==> src/rtl/pc_seq_pkg.sv <==
// Shared widths and sequencing op codes for the program-counter sequencer.
package pc_seq_pkg;

  localparam int OP_WIDTH     = 3;
  localparam int OFFSET_WIDTH = 12;

  typedef enum logic [OP_WIDTH-1:0] {
    OP_NEXT  = 3'd0,
    OP_SKIP  = 3'd1,
    OP_RJMP  = 3'd2,
    OP_JMP   = 3'd3,
    OP_CALL  = 3'd4,
    OP_RCALL = 3'd5,
    OP_RET   = 3'd6,
    OP_RSVD  = 3'd7
  } op_e;

  // True for ops that redirect the fetch stream away from pc+1 / pc+2.
  function automatic logic is_nonseq(op_e op);
    return (op == OP_RJMP) || (op == OP_JMP) || (op == OP_CALL) ||
           (op == OP_RCALL) || (op == OP_RET);
  endfunction

endpackage

==> src/rtl/pc_seq_if.sv <==
// Decoder <-> sequencer bundle: op/operands in, fetch address and status out.
interface pc_seq_if
  import pc_seq_pkg::*;
#(
  parameter int PC_WIDTH    = 12,
  parameter int STACK_DEPTH = 4
);
  localparam int DEPTH_W = $clog2(STACK_DEPTH + 1);

  logic                    stall;
  logic [OP_WIDTH-1:0]     op;
  logic [OFFSET_WIDTH-1:0] offset;
  logic [PC_WIDTH-1:0]     target;
  logic [PC_WIDTH-1:0]     pc;
  logic                    flush;
  logic [DEPTH_W-1:0]      depth;
  logic                    overflow;
  logic                    underflow;

  modport master (
    output stall, op, offset, target,
    input  pc, flush, depth, overflow, underflow
  );

  modport slave (
    input  stall, op, offset, target,
    output pc, flush, depth, overflow, underflow
  );
endinterface

==> src/rtl/pc_ret_stack.sv <==
// Circular LIFO return stack; a push when full overwrites the oldest entry.
module pc_ret_stack
  import pc_seq_pkg::*;
#(
  parameter int PC_WIDTH    = 12,
  parameter int STACK_DEPTH = 4,
  localparam int DEPTH_W    = $clog2(STACK_DEPTH + 1),
  localparam int PTR_W      = (STACK_DEPTH > 1) ? $clog2(STACK_DEPTH) : 1
) (
  input  logic                clk,
  input  logic                reset,
  input  logic                push,
  input  logic                pop,
  input  logic [PC_WIDTH-1:0] push_data,
  output logic [PC_WIDTH-1:0] pop_data,
  output logic                full,
  output logic                empty,
  output logic [DEPTH_W-1:0]  depth
);
  localparam logic [PTR_W-1:0] LAST = PTR_W'(STACK_DEPTH - 1);

  logic [PC_WIDTH-1:0] mem [STACK_DEPTH];
  logic [PTR_W-1:0]    wr_ptr;
  logic [PTR_W-1:0]    rd_ptr;
  logic [PTR_W-1:0]    wr_ptr_inc;
  logic [DEPTH_W-1:0]  count;

  assign rd_ptr     = (wr_ptr == '0) ? LAST : wr_ptr - PTR_W'(1);
  assign wr_ptr_inc = (wr_ptr == LAST) ? '0 : wr_ptr + PTR_W'(1);
  assign pop_data   = mem[rd_ptr];
  assign full       = (count == DEPTH_W'(STACK_DEPTH));
  assign empty      = (count == '0);
  assign depth      = count;

  // Pointer and occupancy; count saturates at full, pop on empty is ignored.
  always_ff @(posedge clk or posedge reset) begin
    if (reset) begin
      wr_ptr <= '0;
      count  <= '0;
    end else if (push) begin
      wr_ptr <= wr_ptr_inc;
      if (!full) count <= count + DEPTH_W'(1);
    end else if (pop && !empty) begin
      wr_ptr <= rd_ptr;
      count  <= count - DEPTH_W'(1);
    end
  end

  // Entry storage; contents are don't-care after reset.
  always_ff @(posedge clk) begin
    if (push) mem[wr_ptr] <= push_data;
  end

endmodule

==> src/rtl/pc_seq.sv <==
// Program-counter sequencer: next-pc mux, flush and sticky stack flags.
module pc_seq
  import pc_seq_pkg::*;
#(
  parameter int                  PC_WIDTH     = 12,
  parameter int                  STACK_DEPTH  = 4,
  parameter logic [PC_WIDTH-1:0] RESET_VECTOR = '0
) (
  input logic        clk,
  input logic        reset,
  pc_seq_if.slave    bus
);
  localparam int DEPTH_W = $clog2(STACK_DEPTH + 1);

  op_e                 op;
  logic [PC_WIDTH-1:0] pc_q;
  logic [PC_WIDTH-1:0] pc_inc;
  logic [PC_WIDTH-1:0] pc_rel;
  logic [PC_WIDTH-1:0] off_ext;
  logic [PC_WIDTH-1:0] pc_next;
  logic [PC_WIDTH-1:0] pop_data;
  logic                push;
  logic                pop;
  logic                full;
  logic                empty;
  logic                flush_q;
  logic                ovf_q;
  logic                unf_q;
  logic [DEPTH_W-1:0]  depth;

  assign op      = op_e'(bus.op);
  // Signed size cast sign-extends for wide pcs and truncates for narrow ones.
  assign off_ext = PC_WIDTH'($signed(bus.offset));
  assign pc_inc  = pc_q + PC_WIDTH'(1);
  assign pc_rel  = pc_inc + off_ext;

  pc_ret_stack #(
    .PC_WIDTH   (PC_WIDTH),
    .STACK_DEPTH(STACK_DEPTH)
  ) u_stack (
    .clk      (clk),
    .reset    (reset),
    .push     (push),
    .pop      (pop),
    .push_data(pc_inc),
    .pop_data (pop_data),
    .full     (full),
    .empty    (empty),
    .depth    (depth)
  );

  // Next fetch address and stack requests from the decoded op; stall freezes the stack.
  always_comb begin
    pc_next = pc_inc;
    push    = 1'b0;
    pop     = 1'b0;
    case (op)
      OP_SKIP:  pc_next = pc_q + PC_WIDTH'(2);
      OP_RJMP:  pc_next = pc_rel;
      OP_JMP:   pc_next = bus.target;
      OP_CALL: begin
        pc_next = bus.target;
        push    = !bus.stall;
      end
      OP_RCALL: begin
        pc_next = pc_rel;
        push    = !bus.stall;
      end
      OP_RET: begin
        pc_next = empty ? RESET_VECTOR : pop_data;
        pop     = !bus.stall;
      end
      default:  pc_next = pc_inc;
    endcase
  end

  // Registered pc, flush and sticky flags; everything holds while stalled except flush.
  always_ff @(posedge clk or posedge reset) begin
    if (reset) begin
      pc_q    <= RESET_VECTOR;
      flush_q <= 1'b0;
      ovf_q   <= 1'b0;
      unf_q   <= 1'b0;
    end else if (bus.stall) begin
      flush_q <= 1'b0;
    end else begin
      pc_q    <= pc_next;
      flush_q <= is_nonseq(op);
      ovf_q   <= ovf_q | (push & full);
      unf_q   <= unf_q | (pop & empty);
    end
  end

  assign bus.pc        = pc_q;
  assign bus.flush     = flush_q;
  assign bus.depth     = depth;
  assign bus.overflow  = ovf_q;
  assign bus.underflow = unf_q;

endmodule
==> src/flat_wrapper.sv <==
// flat-port wrapper written by rule: the top's interface ports become plain ports
module pc_seq_flat import pc_seq_pkg::*;
#(
  parameter int                  PC_WIDTH     = 12,
  parameter int                  STACK_DEPTH  = 4,
  parameter logic [PC_WIDTH-1:0] RESET_VECTOR = '0
)
  (clk, reset, bus_stall, bus_op, bus_offset, bus_target, bus_pc, bus_flush, bus_depth, bus_overflow, bus_underflow);
  pc_seq_if #(.PC_WIDTH(PC_WIDTH), .STACK_DEPTH(STACK_DEPTH)) bus_i ();
  input logic clk;
  input logic reset;
  input wire logic [$bits(bus_i.stall)-1:0] bus_stall;
  input wire logic [$bits(bus_i.op)-1:0] bus_op;
  input wire logic [$bits(bus_i.offset)-1:0] bus_offset;
  input wire logic [$bits(bus_i.target)-1:0] bus_target;
  output wire logic [$bits(bus_i.pc)-1:0] bus_pc;
  output wire logic [$bits(bus_i.flush)-1:0] bus_flush;
  output wire logic [$bits(bus_i.depth)-1:0] bus_depth;
  output wire logic [$bits(bus_i.overflow)-1:0] bus_overflow;
  output wire logic [$bits(bus_i.underflow)-1:0] bus_underflow;
  assign bus_i.stall = bus_stall;
  assign bus_i.op = bus_op;
  assign bus_i.offset = bus_offset;
  assign bus_i.target = bus_target;
  assign bus_pc = bus_i.pc;
  assign bus_flush = bus_i.flush;
  assign bus_depth = bus_i.depth;
  assign bus_overflow = bus_i.overflow;
  assign bus_underflow = bus_i.underflow;
  pc_seq #(.PC_WIDTH(PC_WIDTH), .STACK_DEPTH(STACK_DEPTH), .RESET_VECTOR(RESET_VECTOR)) u_core (.clk(clk), .reset(reset), .bus(bus_i));
endmodule
==> config.mk <==
export PLATFORM = sky130hd
export DESIGN_NAME = pc_seq_flat
export DESIGN_NICKNAME = d
export VERILOG_FILES = /design/src/rtl/pc_seq_pkg.sv /design/src/rtl/pc_seq_if.sv /design/src/rtl/pc_ret_stack.sv /design/src/rtl/pc_seq.sv /design/src/flat_wrapper.sv
export SDC_FILE = /design/constraint.sdc
export NUM_CORES = 1
export LEC_CHECK = 0
export CORE_AREA = 10 10 132 74
export DETAILED_ROUTE_END_ITERATION = 8
export DIE_AREA = 0 0 142 84
export PLACE_DENSITY_LB_ADDON = 0.25
export SLEW_MARGIN = 20
export SYNTH_ARGS = -nofsm -noshare
export SYNTH_HDL_FRONTEND = slang
export SYNTH_SLANG_ARGS = --single-unit
==> constraint.sdc <==
create_clock -name clk -period 4.9 [get_ports clk]
set_input_delay 0.735 -clock clk [delete_from_list [all_inputs] [get_ports clk]]
set_output_delay 0.735 -clock clk [all_outputs]
set_load 0.01 [all_outputs]
==> results.sh, run 1 <==
export IMPL_worst_pin_slew_ns=0.9436
export IMPL_ys_seq_area_share_pct=47.43
export IMPL_finalNetCount=452
export IMPL_syn_area_per_cell_um2=11.44
export IMPL_path_max_fanout=7
export IMPL_synth_edf_count=48
export IMPL_drive_gt1_share_pct=9.877
export IMPL_hold_path_class="reg2reg"
export IMPL_globalplace_congestion=0.9079
export IMPL_drc=0
export IMPL_status="complete, no violations"
export IMPL_cp_required_ns=5.11
export IMPL_die_area_um2=11930
export IMPL_peakVddDrop_v=0.0002780
export IMPL_fin_setup_tns_ns=0
export IMPL_p_leak_uw=0.001797
export IMPL_cts_tree="yes"
export IMPL_crit_path_end_kind="flop"
export IMPL_synth_ff_type="edfxtp_1"
export IMPL_yosysWarnings=0
export IMPL_setup_viol_count_final=0
export IMPL_max_slew_margin_pct=36.81
export IMPL_post_cts_buffers=0
export IMPL_area_growth_pct=19.84
export IMPL_fillers=595
export IMPL_clockBufferDepth=2
export IMPL_synth_top_area_share_pct=35.21
export IMPL_worstSetupPathType="reg2reg"
export IMPL_avgRoutedWirePerCell_um=22.79
export IMPL_dp_slack_ns=1.608
export IMPL_power_density_nw_per_um2=548.9
export IMPL_min_period_over_period_pct=69.69
export IMPL_highest_layer="met4"
export IMPL_synth_cell_types=64
export IMPL_start_util_pct=53.89
export IMPL_period_needed_ns=3.415
export IMPL_clockRootBuffer="clkbuf_16"
export IMPL_worst_ep_arrival_time_ns=3.63
export IMPL_register_area_um2=1942
export IMPL_numPortBuffers=47
export IMPL_total_power_uw=2693
export IMPL_yosys_area_top_type="edfxtp_1"
export IMPL_overflow=0
export IMPL_worst_setup_path_start_kind="flop"
export IMPL_rows=23
export IMPL_clock_sinks=68
export IMPL_clock_skew_ns=0.01004
export IMPL_netlist_instances=358
export IMPL_placed_area_um2=4623
export IMPL_design_area_um2=4906
export IMPL_core_um2=7597
export IMPL_numCtsBuffers=9
export IMPL_dr_wl_met2_um=4824
export IMPL_grt_pass1_vias=3082
export IMPL_grt_setup_unrepaired="false"
export IMPL_multi_input_area_um2=2018
export IMPL_diodes=0
export IMPL_drtIter0Drc=454
export IMPL_cts_resized_gates=0
export IMPL_grt_pass1_wl_um=17870
export IMPL_grt_max_degree=22
export IMPL_clkTransAtPathRegs_ns=0.06
export IMPL_hpwlAfterDp_um=8196
export IMPL_yosys_top_cells_area="edfxtp_1 35%, dfrtp_1 12%, mux4_2 7.2%, ha_1 5.8%, nor2_1 2.8%"
export IMPL_postRouteAntennaNets=0
export IMPL_worst_slack_ns=1.485
export IMPL_hold_viol=0
export IMPL_drt_first_pass_iters=5
export IMPL_syn_nets=409
export IMPL_h_tree_depth=3
export IMPL_holdBufCountCts=0
export IMPL_async_flop_share_pct=29.41
export IMPL_wl_met3_um=1482
export IMPL_num_vias=3225
export IMPL_synthesis_area_um2=4094
export IMPL_clock_latency_ns=0.34
export IMPL_chipWidth_um=142
export IMPL_viasPerCell=6.386
export IMPL_max_freq_mhz=292.8
export IMPL_die_y_um=84
export IMPL_drt_met1_wl_um=5126
export IMPL_track_usage_pct=19.49
export IMPL_max_cap_violations=0
export IMPL_fin_cells=505
export IMPL_io_pins=48
export IMPL_numPlacedInstances=490
export IMPL_synth_seq_cells=68
export IMPL_wirelength_um=11510
export IMPL_antenna_found_initial=0
export IMPL_drv_slew=0
==> cell families after synthesis <==
family                   after synthesis  synth area share, %
adder cells (fa/ha/maj)               21                6.785
multiplexers                          16                7.885
flip-flops                            68                47.43
buffers and inverters                 31                3.270
AND/OR/NAND/NOR                      103                12.78
AO/OA/AOI/OAI                         92                15.89
XOR/XNOR                              27                5.960
==> routing by layer <==
layer	vias to the layer above	global-route usage, %
met5	-	0
met1	1563	28.29
met3	12	8.295
met2	199	26.12
met4	0	3.509
li1	1451	-
==> critical path: stages, from the launching register on <==
cell and delay, ns:
dfrtp_1 0.51, ha_1 0.28, nand2_1 0.12, nor3_1 0.38, xor2_1 0.51, ha_1 0.39
a21oi_1 0.34, a21oi_1 0.13, a211oi_1 0.22, a31oi_1 0.08, xnor2_1 0.20, o22ai_2 0.11
==> path summary, 6_finish.rpt <==
kind | startpoint | end | slack, ns | depth (start not counted)
setup / recovery | u_core.bus.pc[0]$_DFFE_PP0P_ | u_core.bus.pc[11]$_DFFE_PP0N_ | 1.49 | 11
hold / removal | u_core.bus.overflow$_DFFE_PP0N_ | u_core.bus.overflow$_DFFE_PP0N_ | 0.48 | 1
setup reg to reg | u_core.bus.pc[0]$_DFFE_PP0P_ | u_core.bus.pc[11]$_DFFE_PP0N_ | 1.49 | 11
hold reg to reg | u_core.bus.overflow$_DFFE_PP0N_ | u_core.bus.overflow$_DFFE_PP0N_ | 0.48 | 1
max in group asynchronous | reset | u_core.bus.pc[10]$_DFFE_PP0N_ | 3.47 | 2
min in group asynchronous | reset | u_core.u_stack.depth[0]$_DFFE_PP0P_ | 0.88 | 2
==> power by group <==
group / leakage [µW] / switching, µW / internal (µW)
combinational: 0.000989 / 659 / 522
sequential: 0.000666 / 136 / 747
clock: 0.000142 / 240 / 389
==> state kept, by name (all words and copies together), names as in the netlist <==
signal                 count
u_core.u_stack.mem        48
u_core.bus.pc             12
u_core.u_stack.depth       3
u_core.bus.underflow       1
u_core.bus.overflow        1
u_core.bus.flush           1
u_core.u_stack.wr_ptr      2
==> stage by stage <==
stage | hold slack, ns | util [%]
final | 0.4762 | 64.58
after global routing | 0.4874 | 64.58
after CTS | 0.4779 | 64.58
after detailed placement | 0.4647 | 60.85
after global placement | 0.4480 | 60.85
after floorplan | 0.5025 | -
==> final cells by class <==
class                   instances  share of cell area, %
multi-input cells             259                  41.14
clock inverters                 5                  1.097
well taps                     100                  2.550
inverters                      14                  1.071
repair buffers                 49                  9.895
clock buffers                  10                  4.667
flip-flops and latches         68                  39.58
==> synthesized netlist by cell type (all sizes together), types with 3 or more instances <==
cell type,count
edfxtp,48
nand2,32
nor2,31
dfrtp,20
ha,19
o21ai,19
a21oi,15
xor2,14
inv,13
mux4,13
xnor2,13
buf,10
nand3,9
clkbuf,7
o211ai,7
a221oi,6
nor3,5
o21a,5
a211oi,4
a21o,4
a221o,4
and2,4
nand2b,4
nand4,4
nor4,4
o22ai,4
mux2i,3
nor2b,3
==> placed cells by master, fill, tap and decap left out, drive strengths merged, types with 5 or more instances in the layout <==
cell type,Yosys,final
a21oi,15,15
a221oi,6,6
clkbuf,7,10
clkdlybuf4s50,0,47
clkinv,1,5
dfrtp,20,20
edfxtp,48,48
ha,19,19
inv,13,13
mux4,13,13
nand2,32,32
nand3,9,9
nor2,31,31
nor3,5,5
o211ai,7,7
o21a,5,5
o21ai,19,19
xnor2,13,13
xor2,14,14
Power figures use the tool's default switching activity.
==> run 2: changes to the inputs <==
--- a/config.mk
+++ b/config.mk
@@ -5,9 +5,9 @@
 export SDC_FILE = /design/constraint.sdc
 export NUM_CORES = 1
 export LEC_CHECK = 0
-export CORE_AREA = 10 10 132 74
+export CORE_AREA = 10 10 138 77
 export DETAILED_ROUTE_END_ITERATION = 8
-export DIE_AREA = 0 0 142 84
+export DIE_AREA = 0 0 148 87
 export PLACE_DENSITY_LB_ADDON = 0.25
 export SLEW_MARGIN = 20
 export SYNTH_ARGS = -nofsm -noshare
==> constraint.sdc (replaced) <==
create_clock -name clk -period 3.02 [get_ports clk]
set_input_delay 0.453 -clock clk [delete_from_list [all_inputs] [get_ports clk]]
set_output_delay 0.453 -clock clk [all_outputs]
set_load 0.01 [all_outputs]
==> run 2 against run 1 <==
Global-route usage decreased by 0.88 points. Sequential power rose by 60%. Combinational power grew 74%. Clock skew down 0.0049 ns. Highest routed layer unchanged.
==> results.sh, run 2 (synthesized netlist as in run 1, its figures left out) <==
export IMPL_postRouteAntennaNets=0
export IMPL_grt_pass1_vias=3194
export IMPL_p_leak_uw=0.001965
export IMPL_antenna_found_initial=0
export IMPL_clockBufferDepth=2
export IMPL_clockRootBuffer="clkbuf_16"
export IMPL_hpwlAfterDp_um=8730
export IMPL_drive_gt1_share_pct=17.85
export IMPL_reg2reg_to="u_core.bus.pc[10]$_DFFE_PP0N_"
export IMPL_hold_path_class="reg2reg"
export IMPL_numCtsBuffers=9
export IMPL_fin_hold_ws_ns=0.4656
export IMPL_period_needed_ns=2.851
export IMPL_avgRoutedWirePerCell_um=21.13
export IMPL_die_area_um2=12880
export IMPL_fin_util_pct=62.52
export IMPL_viasPerCell=5.977
export IMPL_hp_start="u_core.bus.overflow$_DFFE_PP0N_"
export IMPL_fin_setup_tns_ns=0
export IMPL_worst_slack_ns=0.1690
export IMPL_globalplace_congestion=0.9353
export IMPL_worst_ep_arrival_time_ns=3.06
export IMPL_worst_pin_slew_ns=0.8934
export IMPL_max_cap_violations=0
export IMPL_max_freq_mhz=350.8
export IMPL_finalNetCount=483
export IMPL_placed_area_um2=4877
export IMPL_grt_pass1_wl_um=18270
export IMPL_design_area_um2=5219
export IMPL_drtIter0Drc=305
export IMPL_drc=0
export IMPL_clock_sinks=68
export IMPL_overflow=0
export IMPL_core_um2=8348
export IMPL_chipWidth_um=148
export IMPL_worst_setup_path_start_kind="flop"
export IMPL_regMostFlops="u_core.u_stack.mem"
export IMPL_dp_slack_ns=0.1287
export IMPL_hold_depth=1
export IMPL_area_growth_pct=27.48
export IMPL_diodes=0
export IMPL_rows=24
export IMPL_wirelength_um=11710
export IMPL_final_common_cell="edfxtp_1"
export IMPL_peakVddDrop_v=0.0003498
export IMPL_crit_path_end_kind="flop"
export IMPL_final_cell_mix="48 x edfxtp_1, 47 x clkdlybuf4s50_1, 33 x buf_4"
export IMPL_post_cts_buffers=0
export IMPL_h_tree_depth=3
export IMPL_clock_latency_ns=0.34
export IMPL_power_density_nw_per_um2=877.5
export IMPL_grt_max_degree=21
export IMPL_hold_viol=0
export IMPL_clkTransAtPathRegs_ns=0.05
export IMPL_worstSetupPathType="reg2reg"
export IMPL_die_y_um=87
export IMPL_cts_resized_gates=0
export IMPL_fillers=701
export IMPL_max_slew_margin_pct=40.37
export IMPL_clock_skew_ns=0.005094
export IMPL_min_period_over_period_pct=94.40
export IMPL_cp_required_ns=3.23
export IMPL_numPortBuffers=47
export IMPL_num_vias=3311
export IMPL_largest_register_ffs=48
export IMPL_timing_rr_start="u_core.bus.pc[0]$_DFFE_PP0P_"
export IMPL_drv_slew=0
export IMPL_start_util_pct=49.04
export IMPL_track_usage_pct=18.62
export IMPL_whs_endpoint="u_core.bus.overflow$_DFFE_PP0N_"
export IMPL_status="complete, no violations"
export IMPL_r2r_cells=11
export IMPL_reg2reg_slack_ns=0.17
export IMPL_drt_first_pass_iters=5
export IMPL_io_pins=48
export IMPL_cts_tree="yes"
export IMPL_path_max_fanout=7
export IMPL_holdBufCountCts=0
export IMPL_setup_viol_count_final=0
==> run 2: area by class of cell <==
cell class,instances,area [µm²],share of cell area [%]
repair buffers,80,718.2,13.76
multi-input cells,259,2043,39.15
clock buffers,9,225.2,4.316
inverters,14,52.55,1.007
clock inverters,7,91.34,1.750
flip-flops and latches,68,1942,37.21
well taps,117,146.4,2.805
==> run 2: power breakdown <==
part	switching (µW)	total, µW	internal, µW
Clock	397	1120	719
Sequential	202	1410	1210
Combinational	1060	2050	992
==> run 2: per-stage QoR <==
stage | total power (µW) | instances
after floorplan | 2681 | 358
after global placement | 3388 | 538
after detailed placement | 3438 | 538
after CTS | 4567 | 554
after global routing | 4845 | 554
final | 4580 | 554
==> run 2: worst max-delay path by stage <==
stage | start | endpoint | slack, ns | cells past startpoint
5_1_grt | u_core.bus.pc[0]$_DFFE_PP0P_ | u_core.bus.pc[11]$_DFFE_PP0N_ | -0.02 | 11
4_1_cts | u_core.bus.pc[0]$_DFFE_PP0P_ | u_core.bus.pc[11]$_DFFE_PP0N_ | 0.08 | 11
2_1_floorplan | u_core.bus.pc[1]$_DFFE_PP0N_ | u_core.bus.pc[10]$_DFFE_PP0N_ | 0.27 | 9
6_report | u_core.bus.pc[0]$_DFFE_PP0P_ | u_core.bus.pc[10]$_DFFE_PP0N_ | 0.17 | 11
3_5_place_dp | u_core.bus.pc[0]$_DFFE_PP0P_ | u_core.bus.pc[11]$_DFFE_PP0N_ | 0.13 | 11
3_3_place_gp | u_core.bus.pc[0]$_DFFE_PP0P_ | u_core.bus.pc[11]$_DFFE_PP0N_ | 0.17 | 11
==> run 2: metal layers <==
layer	wire length, µm	vias up	track usage (%)
li1	-	1515	-
met1	5566	1628	26.30
met2	5019	160	26.83
met3	1049	8	5.861
met4	74	0	5.009
met5	0	-	0
==> run 2: worst max-delay path, cell delays in order, from the launching register on <==
cell and delay, ns:
dfrtp_1 0.44, ha_1 0.25, nand2_1 0.15, nor2_1 0.22, xor2_2 0.32, ha_1 0.35, a221o_1 0.36, a21oi_1 0.15
nor2b_1 0.06, o32ai_1 0.15, xor2_1 0.17, o211ai_1 0.09
==> run 3: changes to the inputs <==
--- a/config.mk
+++ b/config.mk
@@ -5,10 +5,12 @@
 export SDC_FILE = /design/constraint.sdc
 export NUM_CORES = 1
 export LEC_CHECK = 0
-export CORE_AREA = 10 10 138 77
+export CORE_AREA = 2 2 130 69
 export DETAILED_ROUTE_END_ITERATION = 8
-export DIE_AREA = 0 0 148 87
+export DIE_AREA = 0 0 132 71
+export GPL_TIMING_DRIVEN = 0
 export PLACE_DENSITY_LB_ADDON = 0.25
+export SKIP_CTS_REPAIR_TIMING = 1
 export SLEW_MARGIN = 20
 export SYNTH_ARGS = -nofsm -noshare
 export SYNTH_HDL_FRONTEND = slang
==> run 3 against run 2 <==
Clock skew increased by 0.0025 ns. Sequential cell count unchanged. Maximum frequency decreased by 2.6%. Cell area decreased by 1.5%. Hold slack improved by 0.015 ns. First-iteration DRC count increased by 15%. Critical endpoint is now u_core.bus.pc[8]$_DFFE_PP0N_. Largest cell class unchanged. Largest power group unchanged.
==> results.sh, run 3 (synthesized netlist as in run 1, its figures left out) <==
export IMPL_numPlacedInstances=521
export IMPL_clock_latency_ns=0.34
export IMPL_hold_depth=2
export IMPL_grt_pass1_wl_um=16870
export IMPL_num_vias=3277
export IMPL_slowest_stage="dfrtp_2"
export IMPL_drv_slew=0
export IMPL_design_area_um2=5142
export IMPL_cp_required_ns=3.25
export IMPL_fin_setup_tns_ns=0
export IMPL_crit_path_end_kind="flop"
export IMPL_postRouteAntennaNets=0
export IMPL_placed_area_um2=4701
export IMPL_whs_endpoint="u_core.bus.underflow$_DFFE_PP0N_"
export IMPL_timing_rr_start="u_core.bus.pc[0]$_DFFE_PP0P_"
export IMPL_antenna_found_initial=0
export IMPL_worst_ep_arrival_time_ns=3.16
export IMPL_drtIter0Drc=350
export IMPL_fin_hold_ws_ns=0.4803
export IMPL_largest_register_ffs=48
export IMPL_numCtsBuffers=9
export IMPL_cp_buffers_inverters=0
export IMPL_io_pins=48
export IMPL_worst_setup_path_start_kind="flop"
export IMPL_finalNetCount=473
export IMPL_max_cap_violations=0
export IMPL_h_tree_depth=3
export IMPL_wirelength_um=11490
export IMPL_regMostFlops="u_core.u_stack.mem"
export IMPL_final_common_cell="edfxtp_1"
export IMPL_fin_cells=544
export IMPL_worst_pin_slew_ns=0.9679
export IMPL_cts_tree="yes"
export IMPL_clock_sinks=68
export IMPL_critPathMaxStageDelay_ns=0.47
export IMPL_p_leak_uw=0.001881
export IMPL_period_needed_ns=2.928
export IMPL_numPortBuffers=46
export IMPL_max_slew_margin_pct=33.63
export IMPL_cp_startpoint="u_core.bus.pc[0]$_DFFE_PP0P_"
export IMPL_hpwlAfterDp_um=8016
export IMPL_die_y_um=71
export IMPL_track_usage_pct=24.95
export IMPL_r2r_cells=9
export IMPL_hold_viol=0
export IMPL_globalplace_congestion=0.8827
export IMPL_clockBufferDepth=2
export IMPL_path_max_fanout=7
export IMPL_setup_viol_count_final=0
export IMPL_drive_gt1_share_pct=17.10
export IMPL_final_cell_mix="48 x edfxtp_1, 46 x clkdlybuf4s50_1, 30 x nand2_1"
export IMPL_hp_start="u_core.bus.underflow$_DFFE_PP0N_"
export IMPL_area_growth_pct=25.61
export IMPL_drt_first_pass_iters=5
export IMPL_rows=24
export IMPL_reg2reg_slack_ns=0.09
export IMPL_crit_top_cell="a311oi_1"
export IMPL_viasPerCell=6.024
export IMPL_crit_family="compound AO/OA/AOI/OAI gates"
export IMPL_cp_cell_sequence="ha_2, nand3_1, xnor2_4, ha_1, and3_1, a211o_1, a311oi_1, a211oi_1, a311oi_1"
export IMPL_clock_skew_ns=0.007568
export IMPL_drc=0
export IMPL_grt_setup_unrepaired="false"
export IMPL_peakVddDrop_v=0.0004846
export IMPL_clkTransAtPathRegs_ns=0.06
export IMPL_chipWidth_um=132
export IMPL_die_area_um2=9372
export IMPL_diodes=0
export IMPL_clockRootBuffer="clkbuf_16"
export IMPL_grt_pass1_vias=2940
export IMPL_worstSetupPathType="reg2reg"
export IMPL_reg2reg_to="u_core.bus.pc[8]$_DFFE_PP0N_"
export IMPL_power_density_nw_per_um2=871.2
export IMPL_core_um2=8318
export IMPL_hold_path_class="reg2reg"
export IMPL_max_freq_mhz=341.5
export IMPL_min_period_over_period_pct=96.96
export IMPL_overflow=0
export IMPL_status="complete, no violations"
export IMPL_grt_max_degree=21
export IMPL_avgRoutedWirePerCell_um=21.13
export IMPL_start_util_pct=49.22
## run 3: per-layer routing
layer	vias to the layer above	global-route usage [%]	share of wire, %
met5	-	0	0
met4	0	7.367	1.6
met3	20	9.892	13
met2	176	33.10	41
met1	1582	37.34	45
li1	1499	-	-
## run 3: tightest hold or removal path: stages (launching register included)
cell and delay (ns):
dfrtp_1 0.34, inv_1 0.04, o31ai_1 0.06
## run 3: final cells by class
| class | count | area, µm² |
|---|---|---|
| Fill cell | 651 | 3176 |
| Tap cell | 117 | 146.4 |
| Buffer | 17 | 85.08 |
| Inverter | 14 | 52.55 |
| Multi-Input combinational cell | 259 | 2130 |
| Timing Repair Buffer | 53 | 513.0 |
| Clock inverter | 6 | 41.29 |
| Sequential cell | 68 | 1946 |
| Clock buffer | 10 | 229.0 |
## run 3: per-stage QoR
step | worst slack, ns | util [%] | power [µW]
after floorplan | 0.2674 | - | 2681
after global placement | -0.3710 | 56.51 | 3300
after detailed placement | -0.3949 | 56.51 | 3341
after CTS | -0.4480 | 59.76 | 4310
after global routing | 0.002427 | 61.82 | 4696
final | 0.09166 | 61.82 | 4480
## run 3: worst max-delay path by stage
| stage | endpoint | slack [ns] | cells after the start |
|---|---|---|---|
| after CTS | u_core.bus.pc[11]$_DFFE_PP0N_ | -0.45 | 11 |
| after floorplan | u_core.bus.pc[10]$_DFFE_PP0N_ | 0.27 | 9 |
| final | u_core.bus.pc[8]$_DFFE_PP0N_ | 0.09 | 9 |
| after global routing | u_core.bus.pc[10]$_DFFE_PP0N_ | 0.002 | 11 |
| after detailed placement | u_core.bus.pc[11]$_DFFE_PP0N_ | -0.39 | 11 |
| after global placement | u_core.bus.pc[11]$_DFFE_PP0N_ | -0.37 | 11 |
## run 3: where the power goes
| part | switching (µW) | internal [µW] | total [µW] |
|---|---|---|---|
| Sequential | 163 | 1210 | 1380 |
| Combinational | 1180 | 965 | 2140 |
| Clock | 408 | 553 | 961 |
